<file path="config.mk">
export PLATFORM = sky130hd
export DESIGN_NAME = bus_arbiter_6502
export DESIGN_NICKNAME = d
export VERILOG_FILES = /design/src/rtl/bus_arbiter_6502.sv
export SDC_FILE = /design/constraint.sdc
export NUM_CORES = 1
export LEC_CHECK = 0
export CAP_MARGIN = 5
export CORE_ASPECT_RATIO = 1.25
export CORE_MARGIN = 2
export CORE_UTILIZATION = 31
export CTS_BUF_LIST = sky130_fd_sc_hd__clkbuf_4 sky130_fd_sc_hd__clkbuf_8
export CTS_CLUSTER_SIZE = 40
export DETAILED_ROUTE_END_ITERATION = 8
export HOLD_SLACK_MARGIN = 0.08
export PLACE_DENSITY_LB_ADDON = 0.12
export SLEW_MARGIN = 5
export SYNTH_ARGS = -nofsm -noshare
export SYNTH_HDL_FRONTEND = slang
export SYNTH_SLANG_ARGS = --single-unit
</file>
<file path="constraint.sdc">
create_clock -name clk -period 1.75 [get_ports clk]
set_clock_uncertainty 0.15 [all_clocks]
set_input_delay 0.35 -clock clk [delete_from_list [all_inputs] [get_ports clk]]
set_output_delay 0.35 -clock clk [all_outputs]
set_load 0.05 [all_outputs]
</file>
<file path="src/rtl/bus_arbiter_6502.sv">
// Memory-port arbiter between the 6502 core and a single DMA requester.
// DMA wins each cycle, but a burst is capped at MAX_DMA_RUN grants before the CPU gets one slot.
module bus_arbiter_6502 #(
  parameter int MAX_DMA_RUN = 4
) (
  input  logic        clk,
  input  logic        reset,
  input  logic [15:0] cpu_addr,
  input  logic [7:0]  cpu_wdata,
  input  logic        cpu_we,
  input  logic        ext_rdy,
  output logic        cpu_rdy,
  output logic [7:0]  cpu_rdata,
  input  logic        dma_req,
  input  logic [15:0] dma_addr,
  input  logic [7:0]  dma_wdata,
  input  logic        dma_we,
  output logic        dma_gnt,
  output logic        dma_rvalid,
  output logic [7:0]  dma_rdata,
  output logic [15:0] mem_addr,
  output logic [7:0]  mem_wdata,
  output logic        mem_we,
  input  logic [7:0]  mem_rdata
);

  typedef struct packed {
    logic [15:0] addr;
    logic [7:0]  wdata;
    logic        we;
  } mem_req_t;

  localparam logic [7:0] RUN_LAST = 8'(MAX_DMA_RUN - 1);

  logic [7:0] run_cnt;
  logic       force_cpu;
  logic       cpu_served_q;
  logic       dma_read_q;
  logic [7:0] cpu_hold;
  mem_req_t   cpu_side, dma_side, mem_side;

  assign dma_gnt = dma_req & ~force_cpu & reset;
  assign cpu_rdy = ext_rdy & ~dma_gnt & reset;

  // A stalled CPU cycle must not write; the core re-presents the same bus next cycle.
  assign cpu_side = '{addr: cpu_addr, wdata: cpu_wdata, we: cpu_we & cpu_rdy};
  assign dma_side = '{addr: dma_addr, wdata: dma_wdata, we: dma_we};

  always_comb begin
    mem_side = cpu_side;
    if (dma_gnt) mem_side = dma_side;
  end

  assign mem_addr  = mem_side.addr;
  assign mem_wdata = mem_side.wdata;
  assign mem_we    = mem_side.we;

  // The counter wraps to 0 on the grant that completes a run, so it reads 0 in the forced slot.
  always_ff @(posedge clk or negedge reset) begin
    if (!reset) begin
      run_cnt   <= '0;
      force_cpu <= 1'b0;
    end else if (dma_gnt) begin
      if (run_cnt == RUN_LAST) begin
        run_cnt   <= '0;
        force_cpu <= 1'b1;
      end else begin
        run_cnt   <= run_cnt + 8'd1;
        force_cpu <= 1'b0;
      end
    end else begin
      run_cnt   <= '0;
      force_cpu <= 1'b0;
    end
  end

  always_ff @(posedge clk or negedge reset) begin
    if (!reset) begin
      cpu_served_q <= 1'b0;
      dma_read_q   <= 1'b0;
      cpu_hold     <= 8'h00;
    end else begin
      cpu_served_q <= cpu_rdy & ~cpu_we;
      dma_read_q   <= dma_gnt & ~dma_we;
      if (cpu_served_q) cpu_hold <= mem_rdata;
    end
  end

  // Hold register keeps DI stable for the core while it is stalled.
  assign cpu_rdata  = cpu_served_q ? mem_rdata : cpu_hold;
  assign dma_rvalid = dma_read_q;
  assign dma_rdata  = mem_rdata;

endmodule

</file>
==> metrics <==
status=complete, but fails checks; failing checks=setup timing; post-synthesis cell area=~1100 sq um; MaxCap Viol Count=0; Power Internal=1.26 mW; initial antenna violation count=0; Core Area=around 3500 sq um; worst path arrival time=1.56 ns; P_leak=approximately 1.5 nW; Reg clk slew, reported paths=about 0.08 ns; critical path type=reg -> out; Post-synth EDFFs=0; Max-slew headroom=60.5%; Worst Slack Setup Final=-0.309 ns; Clk Latency, worst-skew pair=0.26 ns; register area=between 400 and 500 sq um; largest net degree at the start of global routing=13; family with the most delay on the worst path=simple AND/OR/NAND/NOR gates; worst reg2reg startpoint=run_cnt[0]$_DFF_PN0_; worst path cell trace=nand3b_1 > clkinv_4 > buf_16 > nand2_1 > nand2_2 > buf_6; root buffer cell=clkbuf_8; Power Dens Cells=around 670 nW/um^2; half-perimeter wire length after placement=~3.2 mm; Tcrit/Tclk final=118%; worst min path class=in -> async; CTS buffer count=3; Remaining Overflow, GRT=0; CP Launch Type=flop; unrepaired setup endpoints after global routing=true; # diodes=0; CP required=between 1 and 1.5 ns; total global-route track usage=27.2%; CP peak stage delay=roughly 0.36 ns; Yosys reg bits=19; clock sinks=19; area occupied by multi-input gates=895 sq um; Synth Instances=around 150; Net Sw Frac=39.6%; vias per inst=just over 5; Die H=about 70 um; TritonCTS clock tree=built; # H-tree levels=1; peak supply drop=between 600 and 700 uV; Yosys top cell by area=dfrtp_1; NetSw=roughly 0.83 mW; reg2reg end=run_cnt[0]$_DFF_PN0_; area share of the largest cell type after synthesis=approximately 41%; first-pass GRT wire length=8.42 mm; Total Nets Final=335; r2r setup slk=roughly 0.05 ns; Final Critical Period=between 2 and 2.5 ns; Vias=roughly 1.6k; Pins Over Slew Limit=0; RePlAce Congestion=0.763; Syn Area/Cell=about 7.6 sq um; port bufs=approximately 110; Area growth syn-to-layout=172%; Peak Freq=roughly 490 MHz; Setup-failing EPs final=35; Fillers=150; ratio of cells with drive above 1 in the final layout=51.9%; ys flop type=dfrtp_1; Setup WS pre-CTS=-0.403 ns; Placed Cells=between 200 and 300; CTS max path bufs=2; Tot Pwr=2.09 mW; Netlist cell types=22; die area=4200 sq um; crit end category=primary output; cell row count=24; first drt pass iteration count=4; Combinational Power Share=60.9%; CP max FO=7; starting density of the core=between 30% and 40%; final hold vios=0; Least-Margin Pin Slew=a little under 0.6 ns; Buf/Inv on CP=3; Clk network pwr share=between 15 and 20%; number of remaining DRC errors=0; number of non-filler instances in the completed layout=between 300 and 400; ANT nets after route=0; I/O Pins=~110; TNS Setup=-7.14 ns; Sequential Power Share=between 20% and 30%; register area share after synthesis=between 40% and 50%; Worst Reg-to-Reg Cells=4; Async SR Flop Fraction=100%; Ys Warns=0; top cells by count, synth=nand2_1 (74), dfrtp_1 (19), buf_4 (8), mux2_2 (8); Worst path slowest cell=dfrtp_1; WL/cell=20.8 um; count leader, synth=nand2_1; initial DRC count=85; Die Wd=58.4 um; vias in the first global route=1600; Area contributors post-synth=dfrtp_1 (41%), nand2_1 (24%), mux2_2 (7.9%); Syn Nets=about 220; Post-Route WL=around 6.4 mm
## registers in the layout, indices dropped and copies added, names as in the netlist
| signal | count |
|---|---|
| run_cnt | 8 |
| cpu_hold | 8 |
| force_cpu | 1 |
| cpu_served_q | 1 |
| dma_rvalid | 1 |
## power by group through the flow
stage	clock [mW]	combinational, mW	sequential [mW]
2_1_floorplan	0	0.507	0.502
3_3_place_gp	0	0.995	0.504
3_5_place_dp	0	1.00	0.507
4_1_cts	0.316	1.20	0.501
5_1_grt	0.335	1.31	0.506
6_report	0.316	1.27	0.501
## metrics by stage
step / hold WS, ns / area, sq um / util, %
finish: 0.126 / 3120 / 88.8
detailed placement: 0.356 / 2390 / 68.1
floorplan: -0.0956 / 1170 / -
global placement: 0.354 / 2390 / 68.1
global route: 0.152 / 3120 / 88.8
CTS: 0.131 / 2960 / 84.4
## worst max path at each step
stage | startpoint | to | slack (ns) | depth (start not counted)
after floorplan | force_cpu$_DFF_PN0_ | mem_addr[0] | 0.02 | 5
after global placement | reset | mem_wdata[6] | -0.38 | 7
after detailed placement | reset | mem_wdata[6] | -0.40 | 7
after CTS | force_cpu$_DFF_PN0_ | cpu_rdy | -0.27 | 5
after global routing | force_cpu$_DFF_PN0_ | mem_addr[0] | -0.35 | 6
final | force_cpu$_DFF_PN0_ | mem_addr[0] | -0.31 | 6
## timing repair
item,CTS,global route
cloned,5,1
buffers inserted,8,1
pin swaps,25,22
hold buffers,1,0
gates resized for setup,101,48
hold endpoints to repair,8,0
setup endpoints to repair,35,41
## cells by family after synthesis
group / synth area share [%]
AO/OA/AOI/OAI: 3.71
XOR/XNOR: 2.29
adder cells (fa/ha/maj): 2.18
buffers and inverters: 8.84
flip-flops: 41.5
multiplexers: 7.86
AND/OR/NAND/NOR: 33.6
## layout make-up
cell class,instances,area share [%]
clock buffers,3,1.32
clock inverters,1,0.160
inverters,3,0.521
multi-input cells,115,28.7
flip-flops and latches,19,15.3
well taps,39,1.56
repair buffers,129,52.5
## per-layer routing
metal	wire length (um)	up-vias	track usage, %
li1	-	713	-
met1	2180	758	29.9
met2	3390	114	47.8
met3	588	21	7.66
met4	263	0	12.1
met5	0	-	0
## worst register-to-register path: stages, from the launching register on
cell and delay (ns):
dfrtp_1 0.42, ha_1 0.21, nor4b_1 0.50, a21o_4 0.26
nor2_1 0.05
## placed cells by master (no fill, tap or decap), types with 2 or more instances in the layout
cell type | synthesis | routed
clkbuf_8 | 0 | 3
or3_1 | 3 | 3
mux2_4 | 0 | 8
nand2_1 | 74 | 20
buf_16 | 0 | 3
o21ai_0 | 4 | 3
nand2_2 | 0 | 28
buf_8 | 0 | 20
nand3_1 | 4 | 4
xnor2_1 | 2 | 2
buf_6 | 0 | 7
clkdlybuf4s50_1 | 0 | 58
nor2_1 | 6 | 5
dlygate4sd2_1 | 0 | 3
buf_4 | 8 | 15
a21oi_1 | 3 | 2
ha_1 | 2 | 2
dfrtp_1 | 19 | 18
nand2_4 | 0 | 26
buf_12 | 0 | 21
inv_1 | 2 | 2
Note: power is estimated with default switching activity, not from simulation.
